==> src/rtl/mac_pkg.sv <==
// Shared types, constants and the byte-wide CRC-32 step for the MAC transmit path.
package mac_pkg;

  typedef enum logic [2:0] {
    IDLE,
    PRE,
    SFD,
    DATA,
    PAD,
    FCS,
    IFG
  } state_t;

  localparam logic [7:0]  PREAMBLE_BYTE = 8'h55;
  localparam logic [7:0]  SFD_BYTE      = 8'hD5;
  localparam logic [31:0] CRC_INIT      = 32'hFFFF_FFFF;
  localparam logic [31:0] CRC_POLY      = 32'h04C1_1DB7;

  // Register is kept MSB-first; each data byte enters LSB first (reflected input).
  function automatic logic [31:0] crc32_byte(input logic [31:0] crc, input logic [7:0] data);
    logic [31:0] c;
    c = crc;
    for (int i = 0; i < 8; i++) begin
      if (c[31] ^ data[i]) c = {c[30:0], 1'b0} ^ CRC_POLY;
      else                 c = {c[30:0], 1'b0};
    end
    return c;
  endfunction

endpackage

==> src/rtl/mac_tx_crc32.sv <==
// CRC-32 accumulator for the transmit FCS; presents the next FCS byte on fcs_byte
// and shifts it out one byte per shift strobe.
module mac_tx_crc32
  import mac_pkg::*;
(
  input  logic       clk,
  input  logic       reset,
  input  logic       init,
  input  logic       en,
  input  logic       shift,
  input  logic [7:0] data,
  output logic [7:0] fcs_byte
);

  logic [31:0] crc;

  // NOTE: sequential state uses non-blocking assignments so every register samples
  // pre-edge values; reset sits in the sensitivity list to act without a clock.
  always_ff @(posedge clk or posedge reset) begin
    if (reset)      crc <= CRC_INIT;
    else if (init)  crc <= CRC_INIT;
    else if (en)    crc <= crc32_byte(crc, data);
    else if (shift) crc <= {crc[23:0], 8'hFF};
  end

  // FCS bit i is the complement of register bit 31-i, so the top byte leaves first.
  assign fcs_byte = ~{crc[24], crc[25], crc[26], crc[27],
                      crc[28], crc[29], crc[30], crc[31]};

endmodule

==> src/rtl/mac_tx_framer.sv <==
// Ethernet MAC transmit framer: preamble/SFD, optional short-frame padding, FCS, IFG.
// Build option: define MAC_TX_PAD_EN to pad frames to MIN_FRAME bytes before the FCS.
module mac_tx_framer
  import mac_pkg::*;
#(
`ifdef MAC_TX_PAD_EN
  parameter int MIN_FRAME    = 60,
  parameter int CNT_W        = 11,
`endif
  parameter int PREAMBLE_LEN = 7,
  parameter int IFG_BYTES    = 12
) (
  input  logic       clk,
  input  logic       reset,
  input  logic [7:0] in_data,
  input  logic       in_valid,
  input  logic       in_last,
  output logic       in_ready,
  output logic [7:0] txd,
  output logic       tx_en,
  output logic       tx_er,
  output logic       underrun,
  output logic       busy
);

  localparam int PRE_W = $clog2(PREAMBLE_LEN + 1);
  localparam int IFG_W = $clog2(IFG_BYTES + 1);
  localparam logic [PRE_W-1:0] PRE_LAST = PRE_W'(PREAMBLE_LEN - 1);
  localparam logic [IFG_W-1:0] IFG_LAST = IFG_W'(IFG_BYTES - 1);

  state_t           state;
  logic [PRE_W-1:0] pre_cnt;
  logic [IFG_W-1:0] ifg_cnt;
  logic [1:0]       fcs_cnt;

  logic       crc_init;
  logic       crc_en;
  logic       crc_shift;
  logic [7:0] crc_data;
  logic [7:0] fcs_byte;

`ifdef MAC_TX_PAD_EN
  localparam logic [CNT_W:0] MIN_LEN = (CNT_W + 1)'(MIN_FRAME);

  logic [CNT_W-1:0] byte_cnt;
  logic [CNT_W-1:0] cnt_sat;
  logic [CNT_W:0]   cnt_inc;

  // cnt_inc is the unsaturated count including the byte sent this cycle.
  assign cnt_inc = {1'b0, byte_cnt} + (CNT_W + 1)'(1);
  assign cnt_sat = (&byte_cnt) ? byte_cnt : byte_cnt + CNT_W'(1);
`endif

  assign in_ready  = (state == DATA);
  assign crc_init  = (state == SFD);
  assign crc_en    = ((state == DATA) && in_valid) || (state == PAD);
  assign crc_shift = (state == FCS);
  assign crc_data  = (state == DATA) ? in_data : 8'h00;

  mac_tx_crc32 u_crc (
    .clk      (clk),
    .reset    (reset),
    .init     (crc_init),
    .en       (crc_en),
    .shift    (crc_shift),
    .data     (crc_data),
    .fcs_byte (fcs_byte)
  );

  always_ff @(posedge clk or posedge reset) begin
    if (reset) begin
      state    <= IDLE;
      pre_cnt  <= '0;
      ifg_cnt  <= '0;
      fcs_cnt  <= '0;
      txd      <= 8'h00;
      tx_en    <= 1'b0;
      tx_er    <= 1'b0;
      underrun <= 1'b0;
      busy     <= 1'b0;
`ifdef MAC_TX_PAD_EN
      byte_cnt <= '0;
`endif
    end else begin
      tx_er    <= 1'b0;
      underrun <= 1'b0;
      case (state)
        IDLE: begin
          tx_en <= 1'b0;
          txd   <= 8'h00;
          if (in_valid) begin
            state   <= PRE;
            pre_cnt <= '0;
            busy    <= 1'b1;
          end
        end
        PRE: begin
          tx_en <= 1'b1;
          txd   <= PREAMBLE_BYTE;
          if (pre_cnt == PRE_LAST) state <= SFD;
          else                     pre_cnt <= pre_cnt + PRE_W'(1);
        end
        SFD: begin
          tx_en   <= 1'b1;
          txd     <= SFD_BYTE;
          fcs_cnt <= '0;
`ifdef MAC_TX_PAD_EN
          byte_cnt <= '0;
`endif
          state   <= DATA;
        end
        DATA: begin
          tx_en <= 1'b1;
          if (in_valid) begin
            txd <= in_data;
`ifdef MAC_TX_PAD_EN
            byte_cnt <= cnt_sat;
            if (in_last) state <= (cnt_inc < MIN_LEN) ? PAD : FCS;
`else
            if (in_last) state <= FCS;
`endif
          end else begin
            // Upstream starved mid-frame: poison the frame and skip the FCS.
            txd      <= 8'h00;
            tx_er    <= 1'b1;
            underrun <= 1'b1;
            ifg_cnt  <= '0;
            state    <= IFG;
          end
        end
`ifdef MAC_TX_PAD_EN
        PAD: begin
          tx_en    <= 1'b1;
          txd      <= 8'h00;
          byte_cnt <= cnt_sat;
          if (cnt_inc >= MIN_LEN) state <= FCS;
        end
`endif
        FCS: begin
          tx_en   <= 1'b1;
          txd     <= fcs_byte;
          fcs_cnt <= fcs_cnt + 2'd1;
          if (fcs_cnt == 2'd3) begin
            ifg_cnt <= '0;
            state   <= IFG;
          end
        end
        IFG: begin
          tx_en <= 1'b0;
          txd   <= 8'h00;
          if (ifg_cnt == IFG_LAST) begin
            state <= IDLE;
            busy  <= 1'b0;
          end else begin
            ifg_cnt <= ifg_cnt + IFG_W'(1);
          end
        end
        default: begin
          state <= IDLE;
          tx_en <= 1'b0;
          txd   <= 8'h00;
          busy  <= 1'b0;
        end
      endcase
    end
  end

endmodule

==> config.mk <==
export PLATFORM = sky130hd
export DESIGN_NAME = mac_tx_framer
export DESIGN_NICKNAME = d
export VERILOG_FILES = /design/src/rtl/mac_pkg.sv /design/src/rtl/mac_tx_crc32.sv /design/src/rtl/mac_tx_framer.sv
export SDC_FILE = /design/constraint.sdc
export NUM_CORES = 1
export LEC_CHECK = 0
export BUFFER_PORTS_ARGS = -buffer_cell sky130_fd_sc_hd__buf_2
export CORE_ASPECT_RATIO = 1.1
export CORE_MARGIN = 2
export CORE_UTILIZATION = 60
export DETAILED_ROUTE_END_ITERATION = 12
export GPL_ROUTABILITY_DRIVEN = 0
export HOLD_SLACK_MARGIN = 0.1
export MAX_ROUTING_LAYER = met4
export PLACE_DENSITY = 0.77
export SYNTH_ARGS = -nofsm -noshare
export SYNTH_HDL_FRONTEND = slang
export SYNTH_SLANG_ARGS = --single-unit
==> constraint.sdc <==
create_clock -name clk -period 4.1 [get_ports clk]
set_clock_uncertainty 0.05 [all_clocks]
set_input_delay 0.205 -clock clk [delete_from_list [all_inputs] [get_ports clk]]
set_output_delay 0.205 -clock clk [all_outputs]
set_load 0.01 [all_outputs]
* Word level (Yosys, flattened, before mapping)
Index checks and enable logic that the tools add are counted.
** Cells by class
- Add/subtract/negate cells :: 3
- Muxes and demuxes :: 49
- Reduce and logical (&&, ||, !) cells :: 12
- Equality and inequality tests :: 17
- Bitwise gates (word level) :: 18
** Operators by type and width (number)
- $mux 32 :: 17
- $mux 27 :: 8
- $not 14->14 :: 8
- $pmux 8 s4 :: 1
- $mux 3 :: 8
- $pmux 3 s6 :: 1
- $mux 8 :: 2
- $eq 3x3->1 const B :: 4
- $mux 4 :: 3
- $ne 2x2->1 const B :: 6
- $pmux 4 s3 :: 1
- $not 8->8 :: 1
- $xor 1x1->1 :: 8
- $eq 3x2->1 const B :: 2
- $pmux 3 s2 :: 1
- $reduce_and 3->1 :: 2
- $reduce_bool 3->1 :: 2
- $mux 1 :: 5
- $reduce_and 5->1 :: 1
- $add 4x1->4 const B :: 1
- $eq 4x4->1 const B :: 1
- $pmux 2 s2 :: 1
- $reduce_and 4->1 :: 1
- $reduce_bool 2->1 :: 2
- 12 further kinds :: 12
** Storage, ports and cells
- Flip-flop bits (word level) :: 55
- Output and inout bits :: 13
- Logic and storage cells :: 108
- Input bits :: 12

* Depth between registers and ports, before layout
Gate-level depths: netlist of the first run.
- Depth in word-level cells :: 34
- Mapped depth :: 9
- Mapped depth without buffers :: 7

* Modules after synthesis
A second synthesis of the first run with hierarchy kept.
** Second synthesis, totals
- Cells, all modules :: 350
- Area, all modules :: 3619.7 um2
** By module, submodules not included
- mac_tx_crc32 :: cells each 225, instances 1, area an instance 2382.3 um2
- mac_tx_framer :: cells each 125, instances 1, area an instance 1237.4 um2

* Worst setup path before layout of the first run
OpenSTA, ideal clock, no wires.
- Kind :: reg-to-reg
- Start :: register state[2]
- End :: register u_crc.crc[14]
- Stages on the path, launching flop included :: 7
- Arrival :: 2018 ps
- Library setup time :: 77 ps
- Path buffers :: 0
- Clock period less this slack :: 2146 ps
- Path slack :: 1954 ps
- Cells stage by stage :: dfrtp_1 > nand4b_1 > xnor2_2 > xnor3_1 > xnor2_1 > or3_1 > a31oi_1
** Between the ends
- Longest elaborated chain between the ends :: 31
- Elaborated cells between the ends (all ways) :: 41
- Those cells by class :: eq/ne: 4; mux: 25; bitwise: 9; reduce/logical: 3
** RTL lines
- start, declared :: RTL line mac_tx_framer.sv:31 : state_t state;
- start signal, assigned :: RTL line mac_tx_framer.sv:72 : state <= IDLE;
- start signal, assigned :: RTL line mac_tx_framer.sv:92 : state <= PRE;
- start signal, assigned :: RTL line mac_tx_framer.sv:100 : if (pre_cnt == PRE_LAST) state <= SFD;
- $eq 3x2->1 :: RTL line mac_tx_framer.sv:56, mac_tx_framer.sv:58
- $mux 8 :: RTL line mac_tx_framer.sv:58 : assign crc_data = (state == DATA) ? in_data : 8'h00;
- $xor 1x1->1 :: RTL line mac_pkg.sv:24 : if (c[31] ^ data[i]) c = {c[30:0], 1'b0} ^ CRC_POLY;
- $mux 27 :: RTL line mac_pkg.sv:24
- $mux 32 :: RTL line mac_tx_crc32.sv:22 : else if (en) crc <= crc32_byte(crc, data);
- $mux 32 :: RTL line mac_tx_crc32.sv:21 : else if (init) crc <= CRC_INIT;
- $not 14->14 (no line)
- $mux 27 :: RTL line mac_pkg.sv:24
- [15 not listed]
- $mux 32 :: RTL line mac_tx_crc32.sv:22
- $mux 32 :: RTL line mac_tx_crc32.sv:21
- $mux 27 :: RTL line mac_pkg.sv:24
- $mux 32 :: RTL line mac_tx_crc32.sv:22
- $mux 32 :: RTL line mac_tx_crc32.sv:21
- $mux 27 :: RTL line mac_pkg.sv:24
- $mux 32 :: RTL line mac_tx_crc32.sv:22
- $mux 32 :: RTL line mac_tx_crc32.sv:21
- end signal, assigned :: RTL line mac_tx_crc32.sv:22
- end signal, assigned :: RTL line mac_tx_crc32.sv:23 : else if (shift) crc <= {crc[23:0], 8'hFF};
- end, declared :: RTL line mac_tx_crc32.sv:15 : logic [31:0] crc;
Several ways; a longest one is shown, not always the timed one. The select of a mux whose other input is x is not followed.
A chain may end at the register's enable or synchronous reset.

* Worst setup path after layout of the first run
- Start :: register state[0]
- End :: register u_crc.crc[24]
** Between the ends
- Longest elaborated chain between the ends :: 23
- Elaborated cells between the ends (all ways) :: 32
- Those cells by class :: eq/ne: 4; mux: 21; bitwise: 4; reduce/logical: 3
** RTL lines (RTL line)
- $eq 3x2->1 :: mac_tx_framer.sv:56, mac_tx_framer.sv:58
- $mux 8 :: mac_tx_framer.sv:58
- $xor 1x1->1 :: mac_pkg.sv:24
- $mux 27 :: mac_pkg.sv:24
- $mux 32 :: mac_tx_crc32.sv:22
- $mux 32 :: mac_tx_crc32.sv:21
- $mux 32 :: mac_tx_crc32.sv:22
- $mux 32 :: mac_tx_crc32.sv:21
- [7 not listed]
- $mux 32 :: mac_tx_crc32.sv:21
- $xor 1x1->1 :: mac_pkg.sv:24
- $mux 27 :: mac_pkg.sv:24
- $mux 32 :: mac_tx_crc32.sv:22
- $mux 32 :: mac_tx_crc32.sv:21
- $mux 27 :: mac_pkg.sv:24
- $mux 32 :: mac_tx_crc32.sv:22
- $mux 32 :: mac_tx_crc32.sv:21
Several ways; a longest one is shown, not always the timed one. The select of a mux whose other input is x is not followed.

==> impl_metrics.yaml, run 1 <==
status:
  outcome: "finished clean"
critical_path:
  cp-end-kind: "flip-flop"
  cpLargestDelayFamily: "XOR/XNOR gates"
  worst_ep_required_time_ns: 4.27
  worstSetupStartpointType: "flip-flop"
  crit_fanout: 28
  cp.arrival_ns: 3.09
  cpMaxStageDelayCell: "dfrtp_1"
  cp_cell_sequence: "nand4b_1, xnor2_2, xnor2_2, xor2_1, a211oi_1, a311oi_1"
  cp_num_buf_inv: 0
  critPathKind: "reg2reg"
  critPathMostFrequentCell: "xnor2_2"
  critPathMaxStageDelay_ns: 0.96
timing:
  maxSlewViolCount: 0
  fin_crit_sh: 0.711
  worst_slew_pin_slew_ns: 0.916
  relSlewSlack: 0.390
  hold_viol_final: 0
  rsz0062_at_grt: "no"
  holdWs_ns: 0.131
  finalSetupViolCount: 0
  fin_setup_tns_ns: 0
  fmaxAchievable_mhz: 343
  fin_crit_ns: 2.91
layout:
  final_cells: 448
  multi_input_area_um2: 1920
  final_util: 0.657
  syn_to_final_growth_pct: 7.14
  antenna_cells: 0
  nFillCells: 494
  layout.cells.most_common: "nor2_1"
  final_cell_mix: "50 x nor2_1, 32 x dfstp_2, 28 x a21oi_1"
  drive_above_1_share: 0.232
  nets: 386
  seqCellArea_um2: 1420
global_routing:
  grt_pass1_wl_um: 12400
  grt_pass1_vias: 2525
  grt_overflow: 0
  antenna_found_initial: 0
  grt_max_degree: 56
  grtUsageTotal: 0.250
clocking:
  clock_path_buffers: 2
  clkLatencyLatePin_ns: 0.31
  clock-sinks: 55
  cts_tree: "yes"
  numCtsBuffers: 5
  clk_pin_slew_worst_paths_ns: 0.10
  htreeDepth: 2
  cts_setup_buffers: 0
  cts-root-buf: "clkbuf_8"
yosys:
  synth_ff_type: "dfstp_2"
  async_flop_share: 1.00
  avgSynthCellArea_um2: 9.72
  synthesis.nets: 373
  yosysTopAreaCell: "dfstp_2"
  synth_seq_cells: 55
  yosysSeqAreaShare: 0.408
  synth_top_area_frac: 0.242
  synth_edf_count: 0
  synthTopCellsByArea: "dfstp_2 24%, dfrtp_1 17%, xnor2_1 6.8%"
  synth.cell_area_um2: 3470
  ys_types: 55
  syn_inst: 357
  ys_warn_count: 0
drt:
  first_iter_violations: 179
  drc_errors: 0
  vias: 2622
  via_per_inst: 5.85
  detail_route.wl_per_cell_um: 16.1
  postRouteWirelength_um: 7210
  ant_nets: 0
  drtPass1Iterations: 5
power_and_ir_drop:
  leakagePower_nw: 1.53
  ir_worst_vdd_mv: 0.621
  sw_frac_of_total: 0.465
  powerDensity_nw_per_um2: 990
  pwr-share-clk: 0.084
  p_int_mw: 1.97
  p_total_mw: 3.68
  switchingPower_mw: 1.71
  p_seq_frac: 0.298
  pwr-share-comb: 0.618
floorplan:
  fp.dieH_um: 83.8
  die_x_um: 76.5
  dieArea_um2: 6410
  ioPinCount: 25
  start_util: 0.613
  rows: 29
  fp.coreArea_um2: 5660
placement:
  dpl.cell_count: 439
  dp_hpwl_um: 5020
  io_buffers: 24
flow_run:
  drv_cap: 0
hold_path:
  min_path_type: "in2reg"
-- cell families (layout without fill, tap and decap cells) --
logic type,after synthesis,after routing,share of synthesized area
flip-flops,55,55,0.408
XOR/XNOR,55,55,0.184
AND/OR/NAND/NOR,122,122,0.185
AO/OA/AOI/OAI,88,88,0.163
multiplexers,2,2,0.00613
adder cells (fa/ha/maj),4,4,0.0144
buffers and inverters,31,45,0.0393
-- worst paths after layout --
path                             from            end  slack (ns)  depth (start not counted)
max                          state[0]  u_crc.crc[24]        1.19                          6
min                        in_data[3]         txd[3]        0.13                          3
max reg2reg                  state[0]  u_crc.crc[24]        1.19                          6
min reg2reg                ifg_cnt[0]     ifg_cnt[0]        0.45                          1
max in group asynchronous       reset     ifg_cnt[2]        2.97                          4
min in group asynchronous       reset         txd[5]        0.57                          4
-- layer usage --
layer,GRT usage,vias up,routed length (um)
met5,-,-,0
met4,0.0810,0,100
met3,0.0271,7,177
met2,0.408,53,3640
met1,0.331,1291,3290
li1,-,1271,-
-- through the flow --
step                      setup slack, ns  area [um^2]
final                                1.19         3720
after global routing                0.976         3720
after CTS                            1.22         3720
after detailed placement             1.23         3620
after global placement               1.31         3620
after floorplan                      1.95         3470
-- flip-flops by register name (all words and copies together) (netlist names) --
| register | count |
|---|---|
| busy | 1 |
| tx_en | 1 |
| ifg_cnt | 4 |
| txd | 8 |
| u_crc.crc | 32 |
| pre_cnt | 3 |
| fcs_cnt | 2 |
| state | 3 |
| underrun | 1 |
-- power groups by stage --
stage / sequential (mW) / combinational, mW / clock (mW)
finish: 1.10 / 2.27 / 0.308
floorplan: 0.995 / 1.92 / 0
global route: 1.13 / 2.50 / 0.339
global placement: 1.09 / 2.21 / 0
CTS: 1.09 / 2.28 / 0.317
detailed placement: 1.10 / 2.28 / 0
-- cells in the mapped netlist (3+ instances only) --
master     n
and3_1     7
buf_4      3
inv_1      7
o211a_1    5
dfrtp_1   23
xor2_2     4
nand2_1   18
o21ai_0   18
nand3_1    5
a221oi_1   4
nand3b_1  11
nor2_1    50
a21o_1     6
nand4b_1   5
a211oi_1   7
xor2_1    14
ha_1       4
dfstp_2   32
clkbuf_1  17
xnor2_1   27
xnor2_2    5
or3_1      4
nor3_1    11
a31oi_1    3
a21oi_1   28
-- worst register-to-register path, stage by stage (launching register included) --
cell and delay, ns:
dfrtp_1 0.96, nand4b_1 0.26, xnor2_2 0.27, xnor2_2 0.49, xor2_1 0.40, a211oi_1 0.14
a311oi_1 0.26
-- what timing repair did --
action / CTS / global route
endpoints found under the hold margin: 23 / 0
gates resized for setup: 0 / 0
hold buffers: 1 / 0
setup endpoints to repair: 0 / 0
-- area by class of cell --
type / instances / area share
timing repair buffer: 30 / 0.0451
multi-input combinational: 271 / 0.517
clock inverter: 1 / 0.00101
clock buffer: 7 / 0.0232
tap: 77 / 0.0259
inverter: 7 / 0.00707
sequential: 55 / 0.381
Note: power is estimated with default switching activity, not from simulation.
==> inputs of run 2 (changes only) <==
--- a/config.mk
+++ b/config.mk
@@ -8,12 +8,12 @@
 export BUFFER_PORTS_ARGS = -buffer_cell sky130_fd_sc_hd__buf_2
 export CORE_ASPECT_RATIO = 1.1
 export CORE_MARGIN = 2
-export CORE_UTILIZATION = 60
+export CORE_UTILIZATION = 55
 export DETAILED_ROUTE_END_ITERATION = 12
 export GPL_ROUTABILITY_DRIVEN = 0
 export HOLD_SLACK_MARGIN = 0.1
 export MAX_ROUTING_LAYER = met4
-export PLACE_DENSITY = 0.77
+export PLACE_DENSITY = 0.75
 export SYNTH_ARGS = -nofsm -noshare
 export SYNTH_HDL_FRONTEND = slang
 export SYNTH_SLANG_ARGS = --single-unit
==> constraint.sdc (replaced) <==
create_clock -name clk -period 2.6 [get_ports clk]
set_clock_uncertainty 0.05 [all_clocks]
set_input_delay 0.13 -clock clk [delete_from_list [all_inputs] [get_ports clk]]
set_output_delay 0.13 -clock clk [all_outputs]
set_load 0.01 [all_outputs]
==> impl_metrics.yaml, run 2 (synthesis gave the netlist of run 1 again) <==
global_routing:
  grt_pass1_wl_um: 12500
  antenna_found_initial: 0
  grt_pass1_vias: 2620
  grtUsageTotal: 0.237
  grt.met3_usage: 0.0363
  use_met2: 0.395
  grt_overflow: 0
  grt_max_degree: 42
  met1_usage: 0.299
  busiest_layer: "met2"
drt:
  postRouteWirelength_um: 7290
  detail_route.wl_per_cell_um: 15.7
  ant_nets: 0
  drtPass1Iterations: 5
  vias: 2626
  via_per_inst: 5.65
  drc_errors: 0
  first_iter_violations: 141
layout:
  largest_register_ffs: 32
  final_cell_mix: "50 x nor2_1, 32 x dfstp_2, 28 x a21oi_1"
  nets: 401
  syn_to_final_growth_pct: 10.9
  stdcell_area_um2: 3850
  antenna_cells: 0
  reg_top3: "u_crc.crc: 32 flops, txd: 8 flops, ifg_cnt: 4 flops"
  top_register: "u_crc.crc"
  layout.cells.most_common: "nor2_1"
  final_util: 0.629
  drive_above_1_share: 0.262
  final_cells: 465
timing:
  hold_viol_final: 0
  worst_slew_pin_slew_ns: 1.19
  rsz0062_at_grt: "no"
  finalSetupViolCount: 0
  maxSlewViolCount: 0
  fmaxAchievable_mhz: 432
  holdWs_ns: 0.0925
  fin_setup_tns_ns: 0
  fin_crit_sh: 0.891
  relSlewSlack: 0.204
  fin_crit_ns: 2.32
  setup_ws_ns: 0.284
clocking:
  htreeDepth: 2
  numCtsBuffers: 5
  clock-sinks: 55
  cts_tree: "yes"
  cts-root-buf: "clkbuf_8"
  clk_pin_slew_worst_paths_ns: 0.09
  ctsResizeCount: 0
  clkLatencyLatePin_ns: 0.31
  clock_path_buffers: 2
floorplan:
  fp.coreArea_um2: 6120
  start_util: 0.567
  fp.dieH_um: 87.3
  rows: 30
  dieArea_um2: 6960
  die_x_um: 79.7
  ioPinCount: 25
power_and_ir_drop:
  p_int_mw: 3.32
  p_seq_frac: 0.269
  p_total_mw: 6.03
  leakagePower_nw: 1.61
  ir_worst_vdd_mv: 0.762
  powerDensity_nw_per_um2: 1570
  sw_frac_of_total: 0.449
  pwr-share-clk: 0.086
  switchingPower_mw: 2.71
  pwr-share-comb: 0.645
hold_path:
  min_path_cells: 3
  min_path_type: "in2reg"
  min_to: "txd[3]"
  min-delay-start: "in_data[3]"
critical_path:
  cp_num_buf_inv: 1
  critPathMaxStageDelay_ns: 0.54
  r2r_slack_ns: 0.28
  cp.arrival_ns: 2.46
  rr_worst_depth: 5
  crit_fanout: 13
  cp_cell_sequence: "buf_4, nor2b_1, a21oi_1, o21ai_0, mux2_2"
  cpLargestDelayFamily: "compound AO/OA/AOI/OAI gates"
  cp-end-kind: "flip-flop"
  critPathKind: "reg2reg"
  worstSetupStartpointType: "flip-flop"
  rr_startpoint: "state[2]"
  worst_ep_required_time_ns: 2.75
  timing.rr.end: "ifg_cnt[1]"
  cpMaxStageDelayCell: "dfrtp_1"
placement:
  dpl.cell_count: 456
  placed_area_um2: 3730
  dp_slack_ns: 0.306
  dp_hpwl_um: 5290
  io_buffers: 24
status:
  outcome: "finished clean"
flow_run:
  drv_cap: 0
run 2: worst min-delay path: cells and delay by family:
| family | cells | cell delay, ns |
|---|---|---|
| compound gates | 1 | 0.07 |
| buf+inv | 1 | 0.10 |
| simple gates | 1 | 0.11 |
run 2: worst max-delay path by stage:
stage | from | endpoint | slack [ns] | cells after the start
floorplan | state[2] | u_crc.crc[14] | 0.45 | 6
global placement | state[0] | u_crc.crc[24] | 0.39 | 6
detailed placement | state[0] | u_crc.crc[27] | 0.31 | 8
CTS | state[2] | ifg_cnt[1] | 0.29 | 5
global route | state[0] | u_crc.crc[12] | 0.11 | 7
finish | state[2] | ifg_cnt[1] | 0.28 | 5
run 2: layout make-up:
class	count	area [um^2]
Fill cell	501	2270
Multi-Input combinational cell	271	1920
Sequential cell	55	1420
Timing Repair Buffer	45	283
Tap cell	80	100
Clock buffer	7	97.6
Inverter	7	26.3
run 2: per-layer routing:
metal | vias to the layer above | routed length (um)
met3 | 10 | 203
li1 | 1306 | -
met1 | 1271 | 3250
met5 | - | 0
met2 | 39 | 3740
met4 | 0 | 102
run 2: power by group through the flow:
| stage | Sequential (mW) | Clock [mW] | Combinational, mW |
|---|---|---|---|
| 3_3_place_gp | 1.62 | 0 | 3.81 |
| 6_report | 1.62 | 0.517 | 3.89 |
| 2_1_floorplan | 1.57 | 0 | 3.02 |
| 3_5_place_dp | 1.63 | 0 | 3.89 |
| 5_1_grt | 1.67 | 0.563 | 4.28 |
| 4_1_cts | 1.62 | 0.528 | 3.91 |
run 2: what timing repair did:
item | in CTS | in global routing
hold buffers | 2 | 0
setup buffers | 0 | 0
hold endpoints to repair | 24 | 0
==> inputs of run 3 (changes only) <==
--- a/config.mk
+++ b/config.mk
@@ -7,13 +7,14 @@
 export LEC_CHECK = 0
 export BUFFER_PORTS_ARGS = -buffer_cell sky130_fd_sc_hd__buf_2
 export CORE_ASPECT_RATIO = 1.1
-export CORE_MARGIN = 2
+export CORE_MARGIN = 1.5
 export CORE_UTILIZATION = 55
 export DETAILED_ROUTE_END_ITERATION = 12
 export GPL_ROUTABILITY_DRIVEN = 0
 export HOLD_SLACK_MARGIN = 0.1
 export MAX_ROUTING_LAYER = met4
 export PLACE_DENSITY = 0.75
+export SLEW_MARGIN = 20
 export SYNTH_ARGS = -nofsm -noshare
 export SYNTH_HDL_FRONTEND = slang
 export SYNTH_SLANG_ARGS = --single-unit
==> constraint.sdc (replaced) <==
create_clock -name clk -period 2.1 [get_ports clk]
set_clock_uncertainty 0.05 [all_clocks]
set_input_delay 0.105 -clock clk [delete_from_list [all_inputs] [get_ports clk]]
set_output_delay 0.105 -clock clk [all_outputs]
set_load 0.01 [all_outputs]
==> impl_metrics.yaml, run 3 (synthesis gave the netlist of run 1 again) <==
status:
  outcome: "finished with violations"
  violations: "setup timing"
layout:
  layout.cells.most_common: "nor2_1"
  drive_above_1_share: 0.424
  nets: 447
  final_cell_mix: "50 x nor2_1, 48 x buf_4, 32 x dfstp_2"
  largest_register_ffs: 32
  antenna_cells: 0
  final_util: 0.750
  top_register: "u_crc.crc"
  final_cells: 512
  nFillCells: 414
  syn_to_final_growth_pct: 32.2
  reg_top3: "u_crc.crc: 32 flops, txd: 8 flops, ifg_cnt: 4 flops"
critical_path:
  cp.arrival_ns: 2.37
  cpMaxStageDelayCell: "dfrtp_2"
  timing.rr.end: "u_crc.crc[14]"
  cp_cell_sequence: "buf_6, and3b_1, nand2_1, xnor3_1, xnor2_1, or3_1, a31oi_1"
  worst_ep_required_time_ns: 2.29
  cp-end-kind: "flip-flop"
  critPathMaxStageDelay_ns: 0.46
  critPathKind: "reg2reg"
  worstSetupStartpointType: "flip-flop"
  rr_worst_depth: 7
  crit_fanout: 7
  rr_startpoint: "state[2]"
  cp_num_buf_inv: 1
  cpLargestDelayFamily: "simple AND/OR/NAND/NOR gates"
  r2r_slack_ns: -0.08
clocking:
  numCtsBuffers: 5
  cts-root-buf: "clkbuf_8"
  clock_path_buffers: 2
  cts_tree: "yes"
  clock-sinks: 55
  clk_pin_slew_worst_paths_ns: 0.10
  htreeDepth: 2
  clkLatencyLatePin_ns: 0.33
global_routing:
  grt_max_degree: 33
  grt_overflow: 0
  met1_usage: 0.329
  busiest_layer: "met2"
  grt.met3_usage: 0.0442
  grt_pass1_wl_um: 14100
  use_met2: 0.480
  grtUsageTotal: 0.278
  grt_pass1_vias: 2894
  antenna_found_initial: 0
floorplan:
  start_util: 0.567
  die_x_um: 78.7
  fp.dieH_um: 86.3
  ioPinCount: 25
  fp.coreArea_um2: 6120
  dieArea_um2: 6790
  rows: 30
timing:
  fin_crit_sh: 1.04
  relSlewSlack: 0.591
  worst_slew_pin_slew_ns: 0.613
  fin_crit_ns: 2.18
  holdWs_ns: 0.111
  setup_ws_ns: -0.0770
  finalSetupViolCount: 5
  fmaxAchievable_mhz: 459
  hold_viol_final: 0
  maxSlewViolCount: 0
  rsz0062_at_grt: "yes"
drt:
  first_iter_violations: 249
  drc_errors: 0
  detail_route.wl_per_cell_um: 18.5
  drtPass1Iterations: 4
  via_per_inst: 5.71
  ant_nets: 0
  vias: 2921
  postRouteWirelength_um: 9460
hold_path:
  min_path_type: "in2reg"
  min_to: "txd[6]"
  min_path_cells: 4
  min-delay-start: "in_data[6]"
placement:
  dp_hpwl_um: 5830
  dpl.cell_count: 476
  io_buffers: 24
  dp_slack_ns: -0.0912
flow_run:
  drv_cap: 0
run 3: cell count changes in the layout (fill, tap and decap cells not counted), sizes merged:
cell | previous run | this run
buf | 43 | 85
clkbuf | 7 | 8
clkinv | 0 | 1
dlygate4sd3 | 2 | 5
run 3: metrics by stage:
| stage | TNS, ns | area (um^2) |
|---|---|---|
| final | -0.171 | 4590 |
| after floorplan | 0 | 3470 |
| after global placement | -0.127 | 3920 |
| after CTS | -0.0470 | 4180 |
| after detailed placement | -0.565 | 3920 |
| after global routing | -1.37 | 4590 |
run 3: final cells by class:
cell class | instances | area, um^2 | share of cell area
clock inverters | 1 | 5.00 | 0.00109
flip-flops and latches | 55 | 1420 | 0.310
repair buffers | 91 | 754 | 0.164
well taps | 80 | 100 | 0.0218
clock buffers | 7 | 108 | 0.0235
multi-input cells | 271 | 2170 | 0.474
inverters | 7 | 26.3 | 0.00573
run 3: repair_timing:
action | in CTS | in global routing
cloned | 0 | 1
setup buffers | 4 | 18
setup endpoints to repair | 16 | 22
pin swaps | 6 | 26
hold buffers | 5 | 0
gates resized for setup | 15 | 41
endpoints found under the hold margin | 22 | 0
run 3: worst max path at each step:
stage / startpoint / end / slack (ns) / depth (start not counted)
global route: state[2] / u_crc.crc[13] / -0.16 / 8
floorplan: state[0] / u_crc.crc[14] / 0.07 / 8
detailed placement: state[2] / u_crc.crc[13] / -0.09 / 7
global placement: state[2] / u_crc.crc[6] / -0.04 / 7
CTS: state[2] / u_crc.crc[14] / -0.02 / 7
finish: state[2] / u_crc.crc[14] / -0.08 / 7
run 3: routing by layer:
metal	vias up	share of wire
li1	1384	-
met1	1449	0.40
met2	68	0.54
met3	20	0.032
met4	0	0.024
met5	-	0
run 3: tightest hold or removal path, cell delays in order:
cell	delay (ns)
buf_2	0.12
nand2_1	0.06
a21o_1	0.11
a221oi_1	0.06
Power of run 3 is left out: the tool's default activity adds up to more than one toggle a clock period on the data nets, which glitch-free logic cannot reach.
